$ cat config.mk
export PLATFORM = sky130hd
export DESIGN_NAME = anim_sequencer
export DESIGN_NICKNAME = d
export VERILOG_FILES = /design/src/rtl/fighter_anim_pkg.sv /design/src/rtl/anim_tick_div.sv /design/src/rtl/anim_sequencer.sv
export SDC_FILE = /design/constraint.sdc
export NUM_CORES = 1
export LEC_CHECK = 0
export CAP_MARGIN = 10
export CORE_ASPECT_RATIO = 0.7
export CORE_MARGIN = 1
export CORE_UTILIZATION = 45
export DETAILED_ROUTE_END_ITERATION = 10
export PLACE_DENSITY = 0.69
export REMOVE_ABC_BUFFERS = 1
export SYNTH_ARGS = -nofsm -noshare
export SYNTH_HDL_FRONTEND = slang
export SYNTH_SLANG_ARGS = --single-unit
$ cat constraint.sdc
create_clock -name clk -period 2.34 [get_ports clk]
set_clock_uncertainty 0.15 [all_clocks]
set_input_delay 0.702 -clock clk [delete_from_list [all_inputs] [get_ports clk]]
set_output_delay 0.702 -clock clk [all_outputs]
set_load 0.03 [all_outputs]
$ cat src/rtl/fighter_anim_pkg.sv
// Shared fighter animation codes and frame-index width, also used by sprite mapping.
// Pure declarations: no timing or flow-control behaviour.
package fighter_anim_pkg;

   localparam int FRAME_W = 6;

   typedef enum logic [3:0] {
      ST_IDLE = 4'd0,
      ST_WALK = 4'd1,
      ST_JUMP = 4'd2,
      ST_ATK1 = 4'd3,
      ST_ATK2 = 4'd4,
      ST_HIT  = 4'd5,
      ST_LOSE = 4'd6
   } anim_state_e;

   // Timed states run off the frame counter and return to idle when it expires.
   function automatic logic is_timed(input anim_state_e s);
      return (s == ST_JUMP) || (s == ST_ATK1) || (s == ST_ATK2) || (s == ST_HIT);
   endfunction

   function automatic logic is_busy(input anim_state_e s);
      return is_timed(s) || (s == ST_LOSE);
   endfunction

endpackage

$ cat src/rtl/anim_tick_div.sv
// Divides frame_tick down to one afr_step per animation frame; clear restarts the count.
// Step is combinational from the registered count and frame_tick; no backpressure.
module anim_tick_div #(
   parameter int TICKS = 4
) (
   input  logic clk,
   input  logic rst,
   input  logic frame_tick,
   input  logic clear,
   output logic afr_step
);

   logic [3:0] sub;

   assign afr_step = frame_tick && (sub == 4'(TICKS - 1));

   always_ff @(posedge clk or posedge rst) begin
      if (rst) begin
         sub <= 4'd0;
      end else if (clear) begin
         sub <= 4'd0;
      end else if (frame_tick) begin
         sub <= afr_step ? 4'd0 : sub + 4'd1;
      end
   end

endmodule

$ cat src/rtl/anim_sequencer.sv
// Fighter animation state machine: picks the animation, steps its frame index, flags hitbox/busy/done.
// All outputs registered; requests take effect on the next clk edge, no backpressure.
module anim_sequencer
   import fighter_anim_pkg::*;
#(
   parameter int TICKS_PER_AFRAME = 4,
   parameter int ATK1_FRAMES      = 6,
   parameter int ATK2_FRAMES      = 8,
   parameter int ATK1_ACT_LO      = 2,
   parameter int ATK1_ACT_HI      = 3,
   parameter int ATK2_ACT_LO      = 3,
   parameter int ATK2_ACT_HI      = 5,
   parameter int JUMP_FRAMES      = 16,
   parameter int HIT_FRAMES       = 12
) (
   input  logic               clk,
   input  logic               rst,
   input  logic               frame_tick,
   input  logic               move_left,
   input  logic               move_right,
   input  logic               jump_req,
   input  logic               atk1_req,
   input  logic               atk2_req,
   input  logic               hit_evt,
   input  logic               lose_evt,
   output logic [3:0]         anim_state,
   output logic [FRAME_W-1:0] anim_frame,
   output logic               atk_active,
   output logic               busy,
   output logic               anim_done
);

   if (TICKS_PER_AFRAME < 1 || TICKS_PER_AFRAME > 15) begin : g_bad_tpf
      $error("TICKS_PER_AFRAME out of range 1..15");
   end
   if (ATK1_FRAMES < 2 || ATK1_FRAMES > 63 || ATK2_FRAMES < 2 || ATK2_FRAMES > 63) begin : g_bad_atk
      $error("ATK1_FRAMES/ATK2_FRAMES out of range 2..63");
   end
   if (JUMP_FRAMES < 1 || JUMP_FRAMES > 63 || HIT_FRAMES < 1 || HIT_FRAMES > 63) begin : g_bad_jh
      $error("JUMP_FRAMES/HIT_FRAMES out of range 1..63");
   end
   if (ATK1_ACT_LO > ATK1_ACT_HI || ATK1_ACT_HI >= ATK1_FRAMES ||
       ATK2_ACT_LO > ATK2_ACT_HI || ATK2_ACT_HI >= ATK2_FRAMES) begin : g_bad_act
      $error("attack active window outside its animation");
   end

   anim_state_e        state, nxt_state;
   logic [FRAME_W-1:0] frame, nxt_frame;
   logic               enter, done_nxt, act_nxt, step, clear;

   function automatic logic [FRAME_W-1:0] last_frame(input anim_state_e s);
      case (s)
         ST_JUMP: return FRAME_W'(JUMP_FRAMES - 1);
         ST_ATK1: return FRAME_W'(ATK1_FRAMES - 1);
         ST_ATK2: return FRAME_W'(ATK2_FRAMES - 1);
         ST_HIT:  return FRAME_W'(HIT_FRAMES - 1);
         default: return '0;
      endcase
   endfunction

   // Outside timed states the divider is held at zero so every entry starts a fresh frame.
   assign clear = enter || !is_timed(state);

   anim_tick_div #(.TICKS(TICKS_PER_AFRAME)) u_div (
      .clk        (clk),
      .rst        (rst),
      .frame_tick (frame_tick),
      .clear      (clear),
      .afr_step   (step)
   );

   always_comb begin
      nxt_state = state;
      nxt_frame = frame;
      enter     = 1'b0;
      done_nxt  = 1'b0;
      if (state == ST_LOSE) begin
         nxt_state = ST_LOSE;
      end else if (lose_evt) begin
         nxt_state = ST_LOSE;
         enter     = 1'b1;
      end else if (hit_evt) begin
         nxt_state = ST_HIT;
         enter     = 1'b1;
      end else if (!is_timed(state)) begin
         if (atk2_req)                    nxt_state = ST_ATK2;
         else if (atk1_req)               nxt_state = ST_ATK1;
         else if (jump_req)               nxt_state = ST_JUMP;
         else if (move_left ^ move_right) nxt_state = ST_WALK;
         else                             nxt_state = ST_IDLE;
         enter = (nxt_state != state);
      end else if (step) begin
         if (frame == last_frame(state)) begin
            nxt_state = ST_IDLE;
            enter     = 1'b1;
            done_nxt  = 1'b1;
         end else begin
            nxt_frame = frame + 6'd1;
         end
      end
      if (enter) nxt_frame = '0;

      act_nxt = ((nxt_state == ST_ATK1) &&
                 (nxt_frame >= FRAME_W'(ATK1_ACT_LO)) && (nxt_frame <= FRAME_W'(ATK1_ACT_HI))) ||
                ((nxt_state == ST_ATK2) &&
                 (nxt_frame >= FRAME_W'(ATK2_ACT_LO)) && (nxt_frame <= FRAME_W'(ATK2_ACT_HI)));
   end

   always_ff @(posedge clk or posedge rst) begin
      if (rst) begin
         state      <= ST_IDLE;
         frame      <= '0;
         atk_active <= 1'b0;
         busy       <= 1'b0;
         anim_done  <= 1'b0;
      end else begin
         state      <= nxt_state;
         frame      <= nxt_frame;
         atk_active <= act_nxt;
         busy       <= is_busy(nxt_state);
         anim_done  <= done_nxt;
      end
   end

   assign anim_state = state;
   assign anim_frame = frame;

endmodule

# [Word-level counts from Yosys, hierarchy flattened]
# Cells that the tools add are included.
[totals] reg_bits=17 elab_cells=82
[classes] add_sub_neg=2 order_cmp=4 eq_ne=13 n_mux=40 n_bitwise=1 reduce_logical=16
[op_table] op="6-bit 2-to-1 mux" count=12
[op_table] op="4-bit 2-to-1 mux" count=13
[op_table] op="4-bit by 3-bit == test with 1-bit output (second input constant)" count=6
[op_table] op="4-bit by 2-bit == test with 1-bit output (second input constant)" count=5
[op_table] op="4-bit one-hot mux with 4 select lines" count=1
[op_table] op="6-bit by 2-bit greater-or-equal comparator with 1-bit output (second input constant)" count=2
[op_table] op="1-bit 2-to-1 mux" count=11
[op_table] op="1-bit logical OR" count=9
[op_table] op="6-bit by 1-bit adder with 6-bit output (second input constant)" count=1
[op_table] op="6-bit == test" count=1
[op_table] op="6-bit by 2-bit <= comparator with 1-bit output (second input constant)" count=1
[op_table] op="6-bit by 3-bit <= comparator with 1-bit output (second input constant)" count=1
[op_table] op="1-bit logical AND" count=5
[op_table] op="4-bit by 1-bit adder with 4-bit output (second input constant)" count=1
[op_table] op="2-bit 2-to-1 mux" count=2
[op_table] op="4-bit != test" count=1
[op_table] op="3-bit 2-to-1 mux" count=1
[op_table] op="2-bit nonzero test" count=1
[op_table] op="1-bit zero test" count=1
[op_table] op="1-bit bitwise XOR" count=1

# [Longest topological paths before layout]
# Gate-level depths: netlist of the first run.
[logic_depth] depth_word=20 ltp_mapped=9

# [Cells and area by module]
# A second synthesis of the first run with hierarchy kept.
[hier_totals] hier_cells=148 area_unflattened_um2=1305.0
[modules_own_cells] mod="anim_sequencer" n_inst=1 cells_each=130 area_each_um2=1093.5 seq_area_each_um2=325.3
[modules_own_cells] mod="anim_tick_div" n_inst=1 cells_each=18 area_each_um2=211.5 seq_area_each_um2=100.1

# [Worst setup path after synthesis of the first run]
# OpenSTA, ideal clock, no wires.
[synth_timing] kind="reg2reg" start="reg frame[0] (netlist: anim_frame[0])" end="reg atk_active" arrival_time_ps=2336 required_time_ps=2096 path_slack_ps=-240 path_stages_with_launch=9 n_path_buf=1 period_less_slack_ps=2580 path_cell_list="dfrtp_1 buf_4 nor4bb_1 a211oi_1 a21boi_1 a21oi_1 xnor2_1 or3_4 a221oi_2"
[synth_between] elab_chain_len=12 elab_cells_between_ends=32 cone_classes="1 x add/sub; 4 x order compare; 3 x eq/ne; 19 x mux; 5 x reduce/logical"
[synth_rtl] element="start: declaration" line="anim_sequencer.sv:48" text="logic [FRAME_W-1:0] frame, nxt_frame;"
[synth_rtl] element="start signal: assignment" line="anim_sequencer.sv:118" text="frame <= nxt_frame;"
[synth_rtl] element="6-bit by 1-bit adder with 6-bit output or 6-bit == test (tied branches)" line="anim_sequencer.sv:98, anim_sequencer.sv:93"
[synth_rtl] element="6-bit 2-to-1 mux or 1-bit 2-to-1 mux (tied branches)" line="anim_sequencer.sv:93" text="if (frame == last_frame(state)) begin"
[synth_rtl] element="6-bit 2-to-1 mux or 1-bit 2-to-1 mux (tied branches)" line="anim_sequencer.sv:92" text="end else if (step) begin"
[synth_rtl] element="6-bit 2-to-1 mux or 1-bit 2-to-1 mux (tied branches)" line="anim_sequencer.sv:85" text="end else if (!is_timed(state)) begin"
[synth_rtl] element="6-bit 2-to-1 mux or 1-bit 2-to-1 mux (tied branches)" line="anim_sequencer.sv:82" text="end else if (hit_evt) begin"
[synth_rtl] element="6-bit 2-to-1 mux or 1-bit 2-to-1 mux (tied branches)" line="anim_sequencer.sv:79" text="end else if (lose_evt) begin"
[synth_rtl] element="6-bit 2-to-1 mux or 1-bit 2-to-1 mux (tied branches)" line="anim_sequencer.sv:77" text="if (state == ST_LOSE) begin"
[synth_rtl] element="6-bit 2-to-1 mux" line="anim_sequencer.sv:101" text="if (enter) nxt_frame = '0;"
[synth_rtl] element="6-bit by 2-bit greater-or-equal comparator with 1-bit output, on equally long branches" line="anim_sequencer.sv:104, anim_sequencer.sv:106"
[synth_rtl] element="1-bit logical AND, on equally long branches" line="anim_sequencer.sv:103, anim_sequencer.sv:105"
[synth_rtl] element="1-bit logical AND, on equally long branches" line="anim_sequencer.sv:104, anim_sequencer.sv:106"
[synth_rtl] element="1-bit logical OR (*)" line="anim_sequencer.sv:104" text="(nxt_frame >= FRAME_W'(ATK1_ACT_LO)) && (nxt_frame <= FRAME_W'(ATK1_ACT_HI))) ||"
[synth_rtl] element="via act_nxt" line="anim_sequencer.sv:49" text="logic enter, done_nxt, act_nxt, step, clear;"
[synth_rtl] element="end signal: assignment" line="anim_sequencer.sv:119" text="atk_active <= act_nxt;"
[synth_rtl] element="end: declaration" line="anim_sequencer.sv:28" text="output logic atk_active,"
# Mark *: on every way through the listed nets, which the timed path passes. The rest lies on a longest branch.
# A chain may end at the register's enable or synchronous reset.

# [Final worst setup path of the first run]
[layout_timing] start="in hit_evt" end="reg atk_active"
[layout_between] elab_chain_len=8 elab_cells_between_ends=21 cone_classes="4 x order compare; 2 x eq/ne; 10 x mux; 5 x reduce/logical"
[layout_rtl] element="start: declaration" line="anim_sequencer.sv:24" text="input logic hit_evt,"
[layout_rtl] element="6-bit 2-to-1 mux or 1-bit 2-to-1 mux (tied branches)" line="anim_sequencer.sv:82"
[layout_rtl] element="6-bit 2-to-1 mux or 1-bit 2-to-1 mux (tied branches)" line="anim_sequencer.sv:79"
[layout_rtl] element="6-bit 2-to-1 mux or 1-bit 2-to-1 mux (tied branches)" line="anim_sequencer.sv:77"
[layout_rtl] element="6-bit 2-to-1 mux" line="anim_sequencer.sv:101"
[layout_rtl] element="6-bit by 2-bit greater-or-equal comparator with 1-bit output, on equally long branches" line="anim_sequencer.sv:104, anim_sequencer.sv:106"
[layout_rtl] element="1-bit logical AND, on equally long branches" line="anim_sequencer.sv:103, anim_sequencer.sv:105"
[layout_rtl] element="1-bit logical AND, on equally long branches" line="anim_sequencer.sv:104, anim_sequencer.sv:106"
[layout_rtl] element="1-bit logical OR (*)" line="anim_sequencer.sv:104"
[layout_rtl] element="via act_nxt" line="anim_sequencer.sv:49"
# Marked as above.

==> results of run 1 <==
-- final timing paths --
kind,end,slack (ns),startpoint,depth (start not counted)
setup / recovery,atk_active,-0.17,hit_evt,8
hold / removal,u_div.sub[2],0.43,u_div.sub[2],2
setup reg to reg,atk_active,-0.13,anim_state[3],8
hold reg to reg,u_div.sub[2],0.43,u_div.sub[2],2
max in group asynchronous,anim_frame[3],1.23,rst,3
min in group asynchronous,u_div.sub[2],0.60,rst,3
-- worst min-delay path: stages, from the launching register on --
cell and delay, ns:
dfrtp_1 0.41, nand2_1 0.06, a21boi_0 0.07
-- state kept, by name, indices dropped and copies added (netlist names) --
name,count
anim_frame,6
anim_state,4
busy,1
atk_active,1
anim_done,1
u_div.sub,4
-- final cells by class --
cell class                      count  area (sq um)  share of cell area
Clock inverter                      1          7.51             0.00341
Inverter                            5          18.8             0.00854
Timing Repair Buffer               71           588               0.268
Multi-Input combinational cell    121          1060               0.484
Clock buffer                        3          41.3              0.0188
Tap cell                           36          45.0              0.0205
Sequential cell                    17           433               0.197
-- routing by layer --
| layer | global-route usage | wire length [microns] |
|---|---|---|
| met1 | 0.376 | 2020 |
| met2 | 0.467 | 2120 |
| met3 | 0.0864 | 312 |
| met4 | 0.0833 | 99 |
| met5 | 0 | 0 |
-- cell families after synthesis --
group / Yosys count
other: 1
adders and majority gates: 2
xor gates and xnor gates: 9
and+or+nand+nor: 63
muxes: 2
buffers and inverters: 15
DFF: 17
AOI/OAI and AO/OA: 44
-- layout by cell type, fill, tap and decap left out, types with 3 or more instances in the layout --
cell type,n
nand2b_1,3
clkbuf_8,3
dfrtp_1,11
o211ai_1,4
nand2_1,9
dlymetal6s2s_1,3
nand3_1,3
nor2_1,20
o21ai_0,3
xor2_1,3
xnor2_1,5
buf_4,47
o21ai_2,3
a211oi_2,3
nor3_2,3
clkdlybuf4s50_1,6
dlygate4sd2_1,12
inv_1,5
dfrtp_2,6
-- report_power, final --
| part | leakage, nW | switching, W | internal, W | total (W) |
|---|---|---|---|---|
| clock network | 0.0217 | 0.000115 | 0.000120 | 0.000235 |
| registers | 0.214 | 0.0000131 | 0.000301 | 0.000314 |
| logic | 0.729 | 0.000140 | 0.000130 | 0.000270 |
| total | 0.965 | 0.000269 | 0.000551 | 0.000819 |
-- timing repair --
action,in CTS,in global routing
buffers inserted,7,3
setup endpoints to repair,15,6
hold buffers,0,0
resized for setup,54,17
pin swaps,18,7
-- metrics by stage --
stage	TNS [ns]	utilization
global placement	-3.15	0.652
floorplan	-0.264	-
CTS	-0.128	0.743
global route	-0.544	0.773
finish	-0.203	0.773
detailed placement	-3.55	0.652
==> flow_summary.json, run 1 <==
{
  "status": "finished, violations left",
  "violations": "negative setup slack",
  "clk_latency_ns": 0.26,
  "dp_cells": 240,
  "clockRootBuffer": "clkbuf_8",
  "synth_top_family_by_area": "simple AND/OR/NAND/NOR gates",
  "num-fill-cells": 196,
  "leakagePower_nw": 0.965,
  "fin_crit_ns": 2.51,
  "dr.pass1.iters": 4,
  "cp_slowest_stage_delay_ns": 0.38,
  "drv_slew": 0,
  "powerDensity_nw_per_um2": 373,
  "dieArea_sq_um": 3280,
  "htreeDepth": 1,
  "maxCapViolCount": 0,
  "synth_ff_type": "dfrtp_1",
  "cp_slowest_cell": "or3_4",
  "grt_max_degree": 18,
  "ir_drop_v": 0.000357,
  "finalHoldViolCount": 0,
  "p_total_w": 0.000819,
  "rsz0062_at_grt": "yes",
  "synth_top_area_cell": "dfrtp_1",
  "area_growth_pct": 60.0,
  "gp_congestion": 0.882,
  "avgSynthCellArea_sq_um": 8.98,
  "layout-drive-gt1-share": 0.468,
  "finalSetupViolCount": 2,
  "yosys.area_share.simple": 0.269,
  "drtIter0Drc": 114,
  "antenna_found_initial": 0,
  "crit_arrival_ns": 2.53,
  "holdWs_ns": 0.427,
  "fin_area_sq_um": 2200,
  "num_antenna_cells": 0,
  "via_per_inst": 5.84,
  "critPathTopFamily": "simple AND/OR/NAND/NOR gates",
  "startpoint_type": "input pin",
  "io_pins": 23,
  "place_worst_setup_slack_ns": -0.643,
  "grt_use_total": 0.287,
  "rows": 16,
  "yosysSeqAreaShare": 0.310,
  "clock-sinks": 17,
  "synth_edf_count": 0,
  "synth_adder_area_share": 0.0182,
  "dp_hpwl_mm": 3.11,
  "endpoint_kind": "flop",
  "required_ns": 2.36,
  "route.detailed.drc": 0,
  "overflow": 0,
  "hold_path.class": "reg2reg",
  "ys_seq_elements": 17,
  "cts_buffer_depth": 2,
  "netlist.area_leader.share": 0.310,
  "netlist_top_cells_area": "dfrtp_1 (31%), nor2_1 (5.7%), buf_6 (3.3%)",
  "cts_tree": "done",
  "grt_pass1_wl_mm": 6.48,
  "nets": 231,
  "synthDistinctLibCells": 61,
  "crit_path_cell_trace": "dlygate4sd2_1 -> nor3_4 -> nand3_2 -> o31ai_2 -> o21ai_1 -> and2_4 -> or3_4 -> a221oi_2",
  "cts_buffers": 3,
  "die_h_microns": 48.2,
  "yosysWarnings": 0,
  "drtAntennaViolNets": 0,
  "path_buf_inv": 1,
  "synth_cells": 153,
  "fin_crit_sh": 1.07,
  "async_flop_share": 1.00,
  "place_area_sq_um": 1850,
  "fin_cells": 254,
  "fmax_mhz": 399,
  "drt-total-wl_mm": 4.55,
  "fp.dieW_microns": 68.0,
  "vias": 1484,
  "synth_compound_area_frac": 0.252,
  "post_drt_wl_per_cell_microns": 17.9,
  "synth_area_sq_um": 1370,
  "crit_fanout": 2,
  "numPortBuffers": 22,
  "start_util": 0.483,
  "grt_pass1_vias": 1349,
  "synthTopCellsByCount": "nor2_1 (21), dfrtp_1 (17), nand2_1 (9), o21ai_0 (7)",
  "core-area_sq_um": 2840,
  "synth_xor_area_frac": 0.0628,
  "setup_slack_ns": -0.165,
  "path_clk_slew_ns": 0.07,
  "muxShareOfSynthArea": 0.0146,
  "worstSetupPathType": "in2reg",
  "yosysMostFrequentCell": "nor2_1"
}
No activity file was read; power rests on OpenSTA's default activity.
==> run 2, diff against run 1 <==
--- a/config.mk
+++ b/config.mk
@@ -12,6 +12,7 @@
 export DETAILED_ROUTE_END_ITERATION = 10
 export PLACE_DENSITY = 0.69
 export REMOVE_ABC_BUFFERS = 1
+export SETUP_SLACK_MARGIN = 0.4
 export SYNTH_ARGS = -nofsm -noshare
 export SYNTH_HDL_FRONTEND = slang
 export SYNTH_SLANG_ARGS = --single-unit
==> run 2 against run 1 <==
  * The run still ends with negative setup slack left
  * Non-clock buffer count down 2
  * First-iteration DRC count fell by 28%
  * Flip-flop and latch count unchanged
  * Fmax increased by 1.6%
  * Total power rose by 0.47%
  * Via count down 2.2%
  * Die area is the same
  * Highest routed layer unchanged
==> flow_summary.json, run 2 (synthesized netlist as in run 1, its figures left out) <==
{
  "crit_path_frequent_cell": "buf_4",
  "fin_crit_ns": 2.47,
  "dr.pass1.iters": 4,
  "dp_hpwl_mm": 3.11,
  "r2r-start": "anim_state[2]",
  "finalHoldViolCount": 0,
  "hold_path.class": "reg2reg",
  "powerDensity_nw_per_um2": 376,
  "finalSetupViolCount": 1,
  "htreeDepth": 1,
  "overflow": 0,
  "setup_slack_ns": -0.126,
  "endpoint_kind": "flop",
  "numPortBuffers": 22,
  "num_antenna_cells": 0,
  "core-area_sq_um": 2840,
  "drt-total-wl_mm": 4.47,
  "path_clk_slew_ns": 0.07,
  "final_common_cell": "buf_4",
  "drtIter0Drc": 82,
  "route.detailed.drc": 0,
  "post_drt_wl_per_cell_microns": 17.7,
  "fmax_mhz": 406,
  "fin_cells": 252,
  "cp_slowest_stage_delay_ns": 0.50,
  "fp.dieW_microns": 68.0,
  "r2r-end": "atk_active",
  "layout-drive-gt1-share": 0.514,
  "die_h_microns": 48.2,
  "largest_register_ffs": 6,
  "nets": 229,
  "grt_pass1_vias": 1370,
  "gp_congestion": 0.882,
  "area_growth_pct": 59.2,
  "grt_use_total": 0.287,
  "maxCapViolCount": 0,
  "crit_fanout": 8,
  "leakagePower_nw": 0.934,
  "critPathLaunch": "anim_state[2]",
  "fin_crit_sh": 1.05,
  "required_ns": 2.36,
  "cts_buffers": 3,
  "worstSetupPathType": "reg2reg",
  "via_per_inst": 5.76,
  "dieArea_sq_um": 3280,
  "fin_area_sq_um": 2190,
  "drv_slew": 0,
  "status": "finished, violations left",
  "rows": 16,
  "rsz0062_at_grt": "yes",
  "num-fill-cells": 198,
  "crit_end": "atk_active",
  "place_area_sq_um": 1850,
  "start_util": 0.483,
  "final_util": 0.769,
  "cp_slowest_cell": "dfrtp_2",
  "setup_tns_ns": -0.126,
  "crit_path_cell_trace": "buf_6 -> xnor2_4 -> buf_4 -> nand3b_1 -> nand2_1 -> a32oi_2 -> buf_4 -> o2111ai_4 -> a221oi_2",
  "clock-sinks": 17,
  "cts_buffer_depth": 2,
  "r2r_slack_ns": -0.13,
  "cts_tree": "done",
  "io_pins": 23,
  "startpoint_type": "flop",
  "grt_pass1_wl_mm": 6.52,
  "antenna_found_initial": 0,
  "drtAntennaViolNets": 0,
  "p_total_w": 0.000823,
  "r2r_cells": 9,
  "layout_common_cells": "buf_4 (42), nor2_1 (19), dfrtp_1 (11), dlygate4sd2_1 (11)",
  "ir_drop_v": 0.000357,
  "clockRootBuffer": "clkbuf_8",
  "crit_arrival_ns": 2.49,
  "vias": 1452,
  "dp_cells": 240,
  "grt_max_degree": 18,
  "violations": "negative setup slack",
  "clk_latency_ns": 0.26
}
## run 2: repair_timing
action	in CTS	in global routing
setup buffers	8	0
hold buffers	0	0
gates resized for setup	107	20
pin swaps	22	4
setup endpoints to repair	28	18
## run 2: area by class of cell
class	count	area (sq um)	share of cell area
flip-flops and latches	17	433	0.198
repair buffers	69	566	0.259
clock inverters	1	7.51	0.00343
multi-input cells	121	1080	0.492
clock buffers	3	41.3	0.0189
inverters	5	18.8	0.00858
well taps	36	45.0	0.0206
## run 2: worst min-delay path by stage
stage                        end         start  depth (start not counted)
floorplan           u_div.sub[1]  u_div.sub[1]                          2
global placement    u_div.sub[3]  u_div.sub[3]                          2
global route        u_div.sub[2]  u_div.sub[2]                          2
detailed placement  u_div.sub[2]  u_div.sub[2]                          2
CTS                 u_div.sub[2]  u_div.sub[2]                          2
finish              u_div.sub[2]  u_div.sub[2]                          2
## run 2: worst max-delay path, delay by kind of cell (launching register included)
family / cells / cell delay (ns)
AND/OR/NAND/NOR: 2 / 0.33
XOR/XNOR: 1 / 0.22
AO/OA/AOI/OAI: 3 / 0.66
buffers and inverters: 3 / 0.51
flip-flops: 1 / 0.50
## run 2: per-layer routing
metal  routed length [microns]  vias to the layer above  GRT usage
met5                         0                        -          0
met4                        76                        0     0.0833
met3                       364                       11     0.0888
li1                          -                      684          -
met1                      1960                      705      0.382
met2                      2070                       52      0.455
## run 2: stage by stage
step                setup slack, ns  hold WS [ns]
CTS                          -0.128         0.427
finish                       -0.126         0.427
global route                 -0.227         0.471
global placement             -0.590         0.388
detailed placement           -0.643         0.418
floorplan                    -0.264         0.363
## run 2: power breakdown
| group | total (W) | internal [W] | switching, W |
|---|---|---|---|
| sequential | 0.000314 | 0.000301 | 0.0000128 |
| clock | 0.000234 | 0.000120 | 0.000114 |
| combinational | 0.000275 | 0.000133 | 0.000142 |
==> run 3, diff against run 2 <==
--- a/config.mk
+++ b/config.mk
@@ -9,6 +9,7 @@
 export CORE_ASPECT_RATIO = 0.7
 export CORE_MARGIN = 1
 export CORE_UTILIZATION = 45
+export CTS_CLUSTER_DIAMETER = 150
 export DETAILED_ROUTE_END_ITERATION = 10
 export PLACE_DENSITY = 0.69
 export REMOVE_ABC_BUFFERS = 1
==> results of run 3 <==
Same layout as run 2: the final DEF is identical, and so are final timing and power.
